File: src/rtl/num_fmt_pkg.sv
`default_nettype none
// ============================================================================
// Module      : num_fmt_pkg
// Description : Shared types and constants for the number-to-ASCII formatter.
//               Holds the formatter state encoding, the decimal power table
//               used by the repeated-subtraction digit extractor, the ASCII
//               constants and a nibble-to-ASCII helper for the hex option.
// Revision    : 1.0 - initial release
// ============================================================================
package num_fmt_pkg;

    typedef enum logic [3:0] {
        ST_IDLE  = 4'd0,
        ST_FETCH = 4'd1,
        ST_WAIT  = 4'd2,
        ST_SIGN  = 4'd3,
        ST_DIGIT = 4'd4,
        ST_NEXT  = 4'd5,
        ST_EOL   = 4'd6,
        ST_DONE  = 4'd7,
        ST_HEX   = 4'd8
    } fmt_state_t;

    localparam int NUM_DIGITS = 10;

    localparam logic [31:0] POW10 [0:NUM_DIGITS-1] = '{
        32'd1,
        32'd10,
        32'd100,
        32'd1000,
        32'd10000,
        32'd100000,
        32'd1000000,
        32'd10000000,
        32'd100000000,
        32'd1000000000
    };

    localparam logic [7:0] ASCII_ZERO  = 8'h30;
    localparam logic [7:0] ASCII_MINUS = 8'h2D;

    // Uppercase hex digit: 'A' is 8'h41 = 8'h37 + 10.
    function automatic logic [7:0] hex_ascii(input logic [3:0] nib);
        return (nib < 4'd10) ? (8'h30 + {4'h0, nib}) : (8'h37 + {4'h0, nib});
    endfunction

endpackage
`default_nettype wire

File: src/rtl/dec_digit_serializer.sv
`default_nettype none
// ============================================================================
// Module      : dec_digit_serializer
// Description : Converts a 32-bit unsigned magnitude into decimal digits,
//               most significant first, by repeated subtraction of powers of
//               ten (one subtraction per cycle).
// Ports       : clk, rst_n        - clock, async active-low reset
//               i_load, i_value   - start a new conversion of i_value
//               o_digit_valid     - current digit is final (held until consumed)
//               o_digit_out       - current digit value 0..9
//               o_emit            - digit must be printed (not a leading zero)
//               o_last            - current digit is the units digit
//               i_next_digit      - consumer has taken/skipped the digit
// Revision    : 1.0 - initial release
// ============================================================================
module dec_digit_serializer
    import num_fmt_pkg::*;
(
    input  logic        clk,
    input  logic        rst_n,
    input  logic        i_load,
    input  logic [31:0] i_value,
    input  logic        i_next_digit,
    output logic        o_digit_valid,
    output logic [3:0]  o_digit_out,
    output logic        o_emit,
    output logic        o_last
);

    logic [31:0] r_mag;
    logic [3:0]  r_idx;
    logic [3:0]  r_digit;
    logic        r_started;
    logic        r_active;

    logic [31:0] w_pow;
    logic        w_final;

    assign w_pow   = POW10[r_idx];
    // Digit is settled once the remainder drops below the current power.
    assign w_final = r_active && (r_mag < w_pow);

    assign o_digit_valid = w_final;
    assign o_digit_out   = r_digit;
    assign o_last        = (r_idx == 4'd0);
    // Units digit always prints so that zero renders as "0".
    assign o_emit        = (r_digit != 4'd0) || r_started || (r_idx == 4'd0);

    always_ff @(posedge clk or negedge rst_n) begin
        if (!rst_n) begin
            r_mag     <= '0;
            r_idx     <= '0;
            r_digit   <= '0;
            r_started <= 1'b0;
            r_active  <= 1'b0;
        end else if (i_load) begin
            r_mag     <= i_value;
            r_idx     <= 4'(NUM_DIGITS - 1);
            r_digit   <= '0;
            r_started <= 1'b0;
            r_active  <= 1'b1;
        end else if (r_active) begin
            if (!w_final) begin
                r_mag   <= r_mag - w_pow;
                r_digit <= r_digit + 4'd1;
            end else if (i_next_digit) begin
                if (o_emit) begin
                    r_started <= 1'b1;
                end
                r_digit <= '0;
                if (r_idx == 4'd0) begin
                    r_active <= 1'b0;
                end else begin
                    r_idx <= r_idx - 4'd1;
                end
            end
        end
    end

endmodule
`default_nettype wire

File: src/rtl/num_ascii_formatter.sv
`default_nettype none
// ============================================================================
// Module      : num_ascii_formatter
// Description : Reads signed integers from the number RAM (1-cycle registered
//               read) and streams them as decimal ASCII, separated by
//               SEP_CHAR and terminated by EOL_CHAR, over a valid/ready byte
//               interface.
// Ports       : clk, rst_n             - clock, async active-low reset
//               start                  - job request, accepted when idle
//               base_addr, num_count   - first address and number count
//               busy, done             - job status, done is a 1-cycle pulse
//               rd_addr, rd_data       - RAM read port
//               tx_data, tx_valid,
//               tx_ready               - output byte stream
//               hex_mode               - (NUM_FMT_HEX_EN only) print values as
//                                        8 uppercase hex digits
// Options     : NUM_FMT_HEX_EN - adds the hex_mode input and nibble shifter.
// Revision    : 1.0 - initial release
// ============================================================================
module num_ascii_formatter
    import num_fmt_pkg::*;
#(
    parameter int         DATA_WIDTH = 32,
    parameter int         ADDR_WIDTH = 11,
    parameter logic [7:0] SEP_CHAR   = 8'h20,
    parameter logic [7:0] EOL_CHAR   = 8'h0A
) (
    input  logic                  clk,
    input  logic                  rst_n,
`ifdef NUM_FMT_HEX_EN
    input  logic                  hex_mode,
`endif
    input  logic                  start,
    input  logic [ADDR_WIDTH-1:0] base_addr,
    input  logic [ADDR_WIDTH:0]   num_count,
    output logic                  busy,
    output logic                  done,
    output logic [ADDR_WIDTH-1:0] rd_addr,
    input  logic [DATA_WIDTH-1:0] rd_data,
    output logic [7:0]            tx_data,
    output logic                  tx_valid,
    input  logic                  tx_ready
);

    generate
        if (DATA_WIDTH != 32) begin : g_width_check
            $error("num_ascii_formatter supports DATA_WIDTH = 32 only");
        end
    endgenerate

    fmt_state_t            r_state;
    fmt_state_t            w_state_nx;

    logic [ADDR_WIDTH-1:0] r_addr;
    logic [ADDR_WIDTH:0]   r_remaining;
    logic [31:0]           r_value;

    logic [31:0]           w_magnitude;
    logic                  w_ser_load;
    logic                  w_ser_next;
    logic                  w_dig_valid;
    logic [3:0]            w_dig;
    logic                  w_dig_emit;
    logic                  w_dig_last;
    logic                  w_hex_sel;

    // Two's-complement negation kept as unsigned, so 0x80000000 maps to 2^31.
    assign w_magnitude = r_value[31] ? (~r_value + 32'd1) : r_value;

    assign rd_addr = r_addr;
    assign busy    = (r_state != ST_IDLE) && (r_state != ST_DONE);

    dec_digit_serializer u_dec (
        .clk          (clk),
        .rst_n        (rst_n),
        .i_load       (w_ser_load),
        .i_value      (w_magnitude),
        .i_next_digit (w_ser_next),
        .o_digit_valid(w_dig_valid),
        .o_digit_out  (w_dig),
        .o_emit       (w_dig_emit),
        .o_last       (w_dig_last)
    );

`ifdef NUM_FMT_HEX_EN
    logic        r_hex_mode;
    logic [31:0] r_hex_sh;
    logic [2:0]  r_hex_cnt;

    assign w_hex_sel = r_hex_mode;

    always_ff @(posedge clk or negedge rst_n) begin
        if (!rst_n) begin
            r_hex_mode <= 1'b0;
            r_hex_sh   <= '0;
            r_hex_cnt  <= '0;
        end else begin
            if ((r_state == ST_IDLE) && start) begin
                r_hex_mode <= hex_mode;
            end
            if ((r_state == ST_SIGN) && (w_state_nx == ST_HEX)) begin
                r_hex_sh  <= r_value;
                r_hex_cnt <= '0;
            end else if ((r_state == ST_HEX) && tx_ready) begin
                r_hex_sh  <= {r_hex_sh[27:0], 4'h0};
                r_hex_cnt <= r_hex_cnt + 3'd1;
            end
        end
    end
`else
    assign w_hex_sel = 1'b0;
`endif

    always_ff @(posedge clk or negedge rst_n) begin
        if (!rst_n) begin
            r_state <= ST_IDLE;
        end else begin
            r_state <= w_state_nx;
        end
    end

    always_comb begin
        w_state_nx = r_state;
        tx_valid   = 1'b0;
        tx_data    = 8'h00;
        done       = 1'b0;
        w_ser_load = 1'b0;
        w_ser_next = 1'b0;
        case (r_state)
            ST_IDLE: begin
                if (start) begin
                    w_state_nx = (num_count == '0) ? ST_EOL : ST_FETCH;
                end
            end
            ST_FETCH: w_state_nx = ST_WAIT;
            ST_WAIT:  w_state_nx = ST_SIGN;
            ST_SIGN: begin
                if (w_hex_sel) begin
                    w_state_nx = ST_HEX;
                end else if (r_value[31]) begin
                    tx_valid = 1'b1;
                    tx_data  = ASCII_MINUS;
                    if (tx_ready) begin
                        w_ser_load = 1'b1;
                        w_state_nx = ST_DIGIT;
                    end
                end else begin
                    w_ser_load = 1'b1;
                    w_state_nx = ST_DIGIT;
                end
            end
            ST_DIGIT: begin
                if (w_dig_valid) begin
                    if (w_dig_emit) begin
                        tx_valid   = 1'b1;
                        tx_data    = ASCII_ZERO + {4'h0, w_dig};
                        w_ser_next = tx_ready;
                    end else begin
                        // Leading zero: drop it without touching the stream.
                        w_ser_next = 1'b1;
                    end
                    if (w_ser_next && w_dig_last) begin
                        w_state_nx = ST_NEXT;
                    end
                end
            end
            ST_NEXT: begin
                if (r_remaining != (ADDR_WIDTH+1)'(1)) begin
                    tx_valid = 1'b1;
                    tx_data  = SEP_CHAR;
                    if (tx_ready) begin
                        w_state_nx = ST_FETCH;
                    end
                end else begin
                    w_state_nx = ST_EOL;
                end
            end
            ST_EOL: begin
                tx_valid = 1'b1;
                tx_data  = EOL_CHAR;
                if (tx_ready) begin
                    w_state_nx = ST_DONE;
                end
            end
            ST_DONE: begin
                done       = 1'b1;
                w_state_nx = ST_IDLE;
            end
`ifdef NUM_FMT_HEX_EN
            ST_HEX: begin
                tx_valid = 1'b1;
                tx_data  = hex_ascii(r_hex_sh[31:28]);
                if (tx_ready && (r_hex_cnt == 3'd7)) begin
                    w_state_nx = ST_NEXT;
                end
            end
`endif
            default: w_state_nx = ST_IDLE;
        endcase
    end

    always_ff @(posedge clk or negedge rst_n) begin
        if (!rst_n) begin
            r_addr      <= '0;
            r_remaining <= '0;
            r_value     <= '0;
        end else begin
            case (r_state)
                ST_IDLE: begin
                    if (start) begin
                        r_addr      <= base_addr;
                        r_remaining <= num_count;
                    end
                end
                ST_WAIT: r_value <= rd_data;
                ST_NEXT: begin
                    // Address wraps naturally modulo 2^ADDR_WIDTH.
                    if (w_state_nx != ST_NEXT) begin
                        r_addr      <= r_addr + ADDR_WIDTH'(1);
                        r_remaining <= r_remaining - (ADDR_WIDTH+1)'(1);
                    end
                end
                default: ;
            endcase
        end
    end

endmodule
`default_nettype wire
File: config.mk
export PLATFORM = sky130hd
export DESIGN_NAME = num_ascii_formatter
export DESIGN_NICKNAME = d
export VERILOG_FILES = /design/src/rtl/num_fmt_pkg.sv /design/src/rtl/dec_digit_serializer.sv /design/src/rtl/num_ascii_formatter.sv
export SDC_FILE = /design/constraint.sdc
export NUM_CORES = 1
export LEC_CHECK = 0
export BUFFER_PORTS_ARGS = -buffer_cell sky130_fd_sc_hd__buf_2
export CORE_MARGIN = 2
export CORE_UTILIZATION = 45
export DETAILED_ROUTE_END_ITERATION = 6
export PLACE_DENSITY = 0.68
export SYNTH_ARGS = -nofsm -noshare
export SYNTH_HDL_FRONTEND = slang
export SYNTH_SLANG_ARGS = --single-unit
File: constraint.sdc
create_clock -name clk -period 4.5 [get_ports clk]
set_input_delay 0.45 -clock clk [delete_from_list [all_inputs] [get_ports clk]]
set_output_delay 0.45 -clock clk [all_outputs]
set_load 0.01 [all_outputs]
### After elaboration in Yosys (flattened, before gate mapping)

Memory sizes are Yosys's and may differ from the RTL's.
Cells that the tools add are included.

* add/subtract/negate cells: 7
* magnitude comparators: 2
* equality and inequality tests: 15
* multiplexer cells: 60
* bitwise operators: 2
* reductions and logical operators: 20

Operators with widths (number)
* two-way mux 32 bit: 6
* two-way mux 4 bit: 17
* adder 32 x 1 -> 32 bit (second input constant): 1
* less-than comparator 32 bit: 1
* NOT 32 bit: 1
* subtractor 32 bit: 1
* one-hot mux 4 bit (7 select lines): 1
* one-hot mux 7 bit (4 select lines): 1
* two-way mux 12 bit: 2
* one-hot mux 12 bit (2 select lines): 1
* two-way mux 1 bit: 23
* two-way mux 11 bit: 2
* one-hot mux 11 bit (2 select lines): 1
* == test 4 x 3 -> 1 bit (second input constant): 4
* two-way mux 7 bit: 2
* logical NOT 12 bit: 1
* two-way mux 6 bit: 2
* inequality test 12 x 1 -> 1 bit (second input constant): 1
* subtractor 12 x 1 -> 12 bit (second input constant): 1
* adder 11 x 1 -> 11 bit (second input constant): 1
* nonzero test 2 bit: 5
* == test 4 x 2 -> 1 bit (second input constant): 2
* logical NOT 4 bit: 2
* inequality test 4 x 3 -> 1 bit (second input constant): 2
* 17 further kinds: 25

* flip-flop bits (word level): 101
* ROM bits: 512
* input bits: 59
* output and inout port bits: 22
* word-level logic and storage cells: 116
* memories: 1

Memory list
* (name not given): depth 16, width 32, read ports 1, clocked after Yosys merged registers in 0, wr ports 0, RTL line dec_digit_serializer.sv:39 `assign w_pow = POW10[r_idx];`

### Depth between registers and ports, before layout

* word-level depth: 15
* gate-level depth with buffers: 18
* mapped depth without buffers: 16

### Hierarchy

A second synthesis with hierarchy kept.

* cell total of the unflattened synthesis: 949
* area total of the unflattened synthesis: 7966.4 um^2

By module, submodules not included
* dec_digit_serializer: times used 1, cells an instance 519, area each 4081.4 um^2, seq. area each 1051.0 um^2
* num_ascii_formatter: times used 1, cells an instance 430, area each 3885.0 um^2, seq. area each 1476.4 um^2

### Least setup slack after synthesis

No wires, ideal clock.

* path type: register to output
* start point: register u_dec.r_idx[0]
* end point: output tx_data[5]
* arrival time: 3466 ps
* data required time: 4050 ps
* setup slack: 584 ps
* stages on the path, launching flop included: 17
* path buffers: 1
* cells stage by stage: dfrtp_1 > clkbuf_1 > inv_1 > ha_1 > and2_1 > ha_1 > fa_1 > nor2b_1 > o2111ai_1 > a21oi_1 > o31ai_2 > a211oi_2 > nor3_1 > nand2_1 > inv_1 > nor2_1 > nand2_1

* cells in the longest elaborated chain, start to end: 8

RTL lines
* start: declaration: RTL line dec_digit_serializer.sv:31 `logic [3:0] r_idx;`
* start signal: assignment: RTL line dec_digit_serializer.sv:58 `r_idx <= 4'(NUM_DIGITS - 1);`
* start signal: assignment: RTL line dec_digit_serializer.sv:74 `r_idx <= r_idx - 4'd1;`
* NOT 4 -> 5 bit (implied by the code): RTL line dec_digit_serializer.sv:39
* memory (16 x 32 bit)
* two-way mux 32 bit (implied by the code) (2 in a row): RTL line dec_digit_serializer.sv:39
* less-than comparator 32 bit: RTL line dec_digit_serializer.sv:41 `assign w_final = r_active && (r_mag < w_pow);`
* logical AND 1 bit: RTL line dec_digit_serializer.sv:41
* two-way mux 7 bit (*): RTL line num_ascii_formatter.sv:153 `if (w_dig_valid) begin`
* one-hot mux 7 bit (4 select lines) (*): RTL line num_ascii_formatter.sv:129 `case (r_state)`
* end: declaration: RTL line num_ascii_formatter.sv:40 `output logic [7:0] tx_data,`

Every way passes the cells marked *; elsewhere a longest branch is shown, timed or not. The select of a mux whose other input is x is not followed.

### Final worst setup path

Ends and elaborated chain as after synthesis.

==> impl_metrics.ini <==
[run_status]
status = finished clean

[drt]
drtIter0Drc = 589
firstDrtPassIters = 5
vias = 6857
wire_per_inst_um = 16.5
antenna_left = 0
totalWireLength_um = 19500
drc = 0
viasPerCell = 5.81

[setup_path]
crit_path_max_fanout = 10
path_class = flip-flop to output port
required_ps = 4050
worst_ep_arrival_time_ps = 3740
crit_path_end_kind = output port
crit_path_start_kind = flip-flop

[cts]
clock-root-buffer = clkbuf_16
clkSinkCount = 101
clock_path_buffers = 2
cts_tree = done
cts_buffers = 9
h-tree-depth = 3
clk_pin_slew_worst_paths_ps = 70
clkLatencyLatePin_ps = 360

[timing]
setup_ws_ps = 312
slew_violations = 0
finalSetupViolCount = 0
skew_ps = 12.8
finalSetupTns_ps = 0
hold_viol = 0
maxClockFrequency_mhz = 239
worst_pin_slew_ps = 972
hold_ws_ps = 208
layout_min_cycle_time_ps = 4190
slew_headroom = 0.350
rsz0062_at_grt = no
timing.final.crit_share = 0.931

[logic_synthesis]
yosys_warnings = 0
synth_cell_type_count = 85
netlist_instances = 895
async_reset_ff_frac = 1.00
synth_seq_cells = 101
syn_area_um2 = 7580
synth_edf_count = 0
synthFlopType = dfrtp_1
syn_avg_cell_area_um2 = 8.47
yosysSeqAreaShare = 0.333

[layout]
n_fill_cell = 1514
final_area_um2 = 8500
n_antenna_cell = 0
drive_above_1_share = 0.175
area_growth_pct = 12.1
layout_commonest_cell = nand2_1
fin_cells = 1181
layout_common_cells = nand2_1, dfrtp_1, a21oi_1, buf_2, nor2_1
nets = 1058

[placement]
place.gp.congestion = 0.918
dpl.cell_count = 1164
place_area_um2 = 8150
place_hpwl_um = 14300
dp_slack_ps = 281
port_buffers = 78

[grt]
busiest_layer = met1
grtUsageMet3 = 0.0280
grt_pass1_vias = 6429
use_met2 = 0.331
overflow = 0
grt_pass1_wl_um = 32900
grt.total_usage = 0.227
antenna_found_initial = 0
grt_max_degree = 68
grt.met1_usage = 0.346

[floorplanning]
dieArea_um2 = 17900
start_util = 0.459
num_io_pins = 81
row_count = 47
die_x_um = 134
die-height_um = 134
core-area_um2 = 16500

[min_path]
min_path_type = input pin to async pin

[pwr]
p_per_area_nw_per_um2 = 774
cellLeakagePower_nw = 3.77
vdd_drop_max_mv = 0.368

[flow_run]
cap_violations = 0
layout make-up:
class / count / area [um^2] / share of cell area
multi-input cells: 723 / 4770 / 0.561
clock buffers: 10 / 239 / 0.0281
clock inverters: 6 / 92.6 / 0.0109
inverters: 32 / 120 / 0.0141
flip-flops and latches: 101 / 2530 / 0.297
repair buffers: 89 / 475 / 0.0559
well taps: 220 / 275 / 0.0324
flip-flops by register name (all words and copies together) (netlist names):
signal             cells
r_value               32
u_dec.r_mag           32
r_remaining           12
rd_addr               11
r_state                4
u_dec.o_digit_out      4
u_dec.r_idx            4
u_dec.r_active         1
u_dec.r_started        1
synthesized netlist by cell type (all sizes together) (3+ instances only):
cell	number	share of area
a211oi	12	0.013
a21boi	5	0.0050
a21o	17	0.017
a21oi	81	0.053
a221o	4	0.0053
a22oi	3	0.0030
a311oi	5	0.0058
a31oi	15	0.013
and2	3	0.0025
and3	11	0.0091
and4	3	0.0035
buf	13	0.010
clkbuf	28	0.015
dfrtp	101	0.33
ha	42	0.069
inv	32	0.016
mux2	30	0.045
mux2i	9	0.012
nand2	128	0.064
nand2b	12	0.0099
nand3	18	0.012
nand4	7	0.0058
nor2	61	0.031
nor2b	5	0.0041
nor3	24	0.016
nor4	9	0.011
nor4b	3	0.0043
o2111ai	3	0.0035
o211ai	8	0.0079
o21a	8	0.0079
o21ai	59	0.040
o21bai	5	0.0050
o22ai	5	0.0041
o31ai	13	0.014
o41ai	7	0.0091
or2	6	0.0053
or3	19	0.018
or4	5	0.0059
xnor2	26	0.030
xor2	22	0.025
report_power, final:
part	total (W)	switching [W]	internal, W
logic	0.00394	0.00224	0.00170
clock network	0.000883	0.000375	0.000508
registers	0.00175	0.000445	0.00131
total	0.00658	0.00306	0.00352
what timing repair did:
action	4_1_cts	5_1_grt
cloned	0	0
setup endpoints to repair	2	11
pin swaps	1	0
setup buffers	1	0
resized for setup	0	3
hold buffers	0	0
endpoints found under the hold margin	0	0
stage by stage:
step	total power [W]	utilization
2_1_floorplan	0.00472	-
3_3_place_gp	0.00557	0.493
3_5_place_dp	0.00562	0.493
4_1_cts	0.00654	0.514
5_1_grt	0.00719	0.515
6_report	0.00658	0.515
critical path, cell delays in order, from the launching register on:
cell and delay [ps]:
dfrtp_2 460, inv_1 120, ha_1 260, and2_1 210
ha_1 230, fa_1 380, nor2b_1 220, o2111ai_1 200
a21oi_2 230, o31ai_2 140, a211oi_2 260, nor3_2 100
nand2_1 150, inv_1 70, nor2_1 130, nand2_1 60
buf_2 150
kinds of logic after synthesis:
kind of cell | Yosys count | share of synthesized area
buf+inv | 73 | 0.0411
xor+xnor | 48 | 0.0554
other cells | 1 | 0.000495
fa+ha+maj | 43 | 0.0719
simple gates | 321 | 0.210
compound gates | 269 | 0.231
flops | 101 | 0.333
mux | 39 | 0.0564
path summary, 6_finish.rpt:
kind,slack (ps),to,start,cells past startpoint
worst max-delay path,310,tx_data[5],u_dec.r_idx[0],16
worst min-delay path,210,r_value[7],rst_n,1
worst max register to register,320,u_dec.r_mag[1],u_dec.r_idx[0],15
worst min register to register,500,r_remaining[10],r_remaining[10],2
max in group asynchronous,3190,u_dec.r_idx[0],rst_n,2
min in group clk,310,r_value[1],rd_data[1],3
per-layer routing:
metal | up-vias | share of wire
met5 | - | 0
met4 | 0 | 0.019
met3 | 27 | 0.044
met2 | 186 | 0.43
met1 | 3258 | 0.51
li1 | 3386 | -
Note: power is estimated with default switching activity, not from simulation.
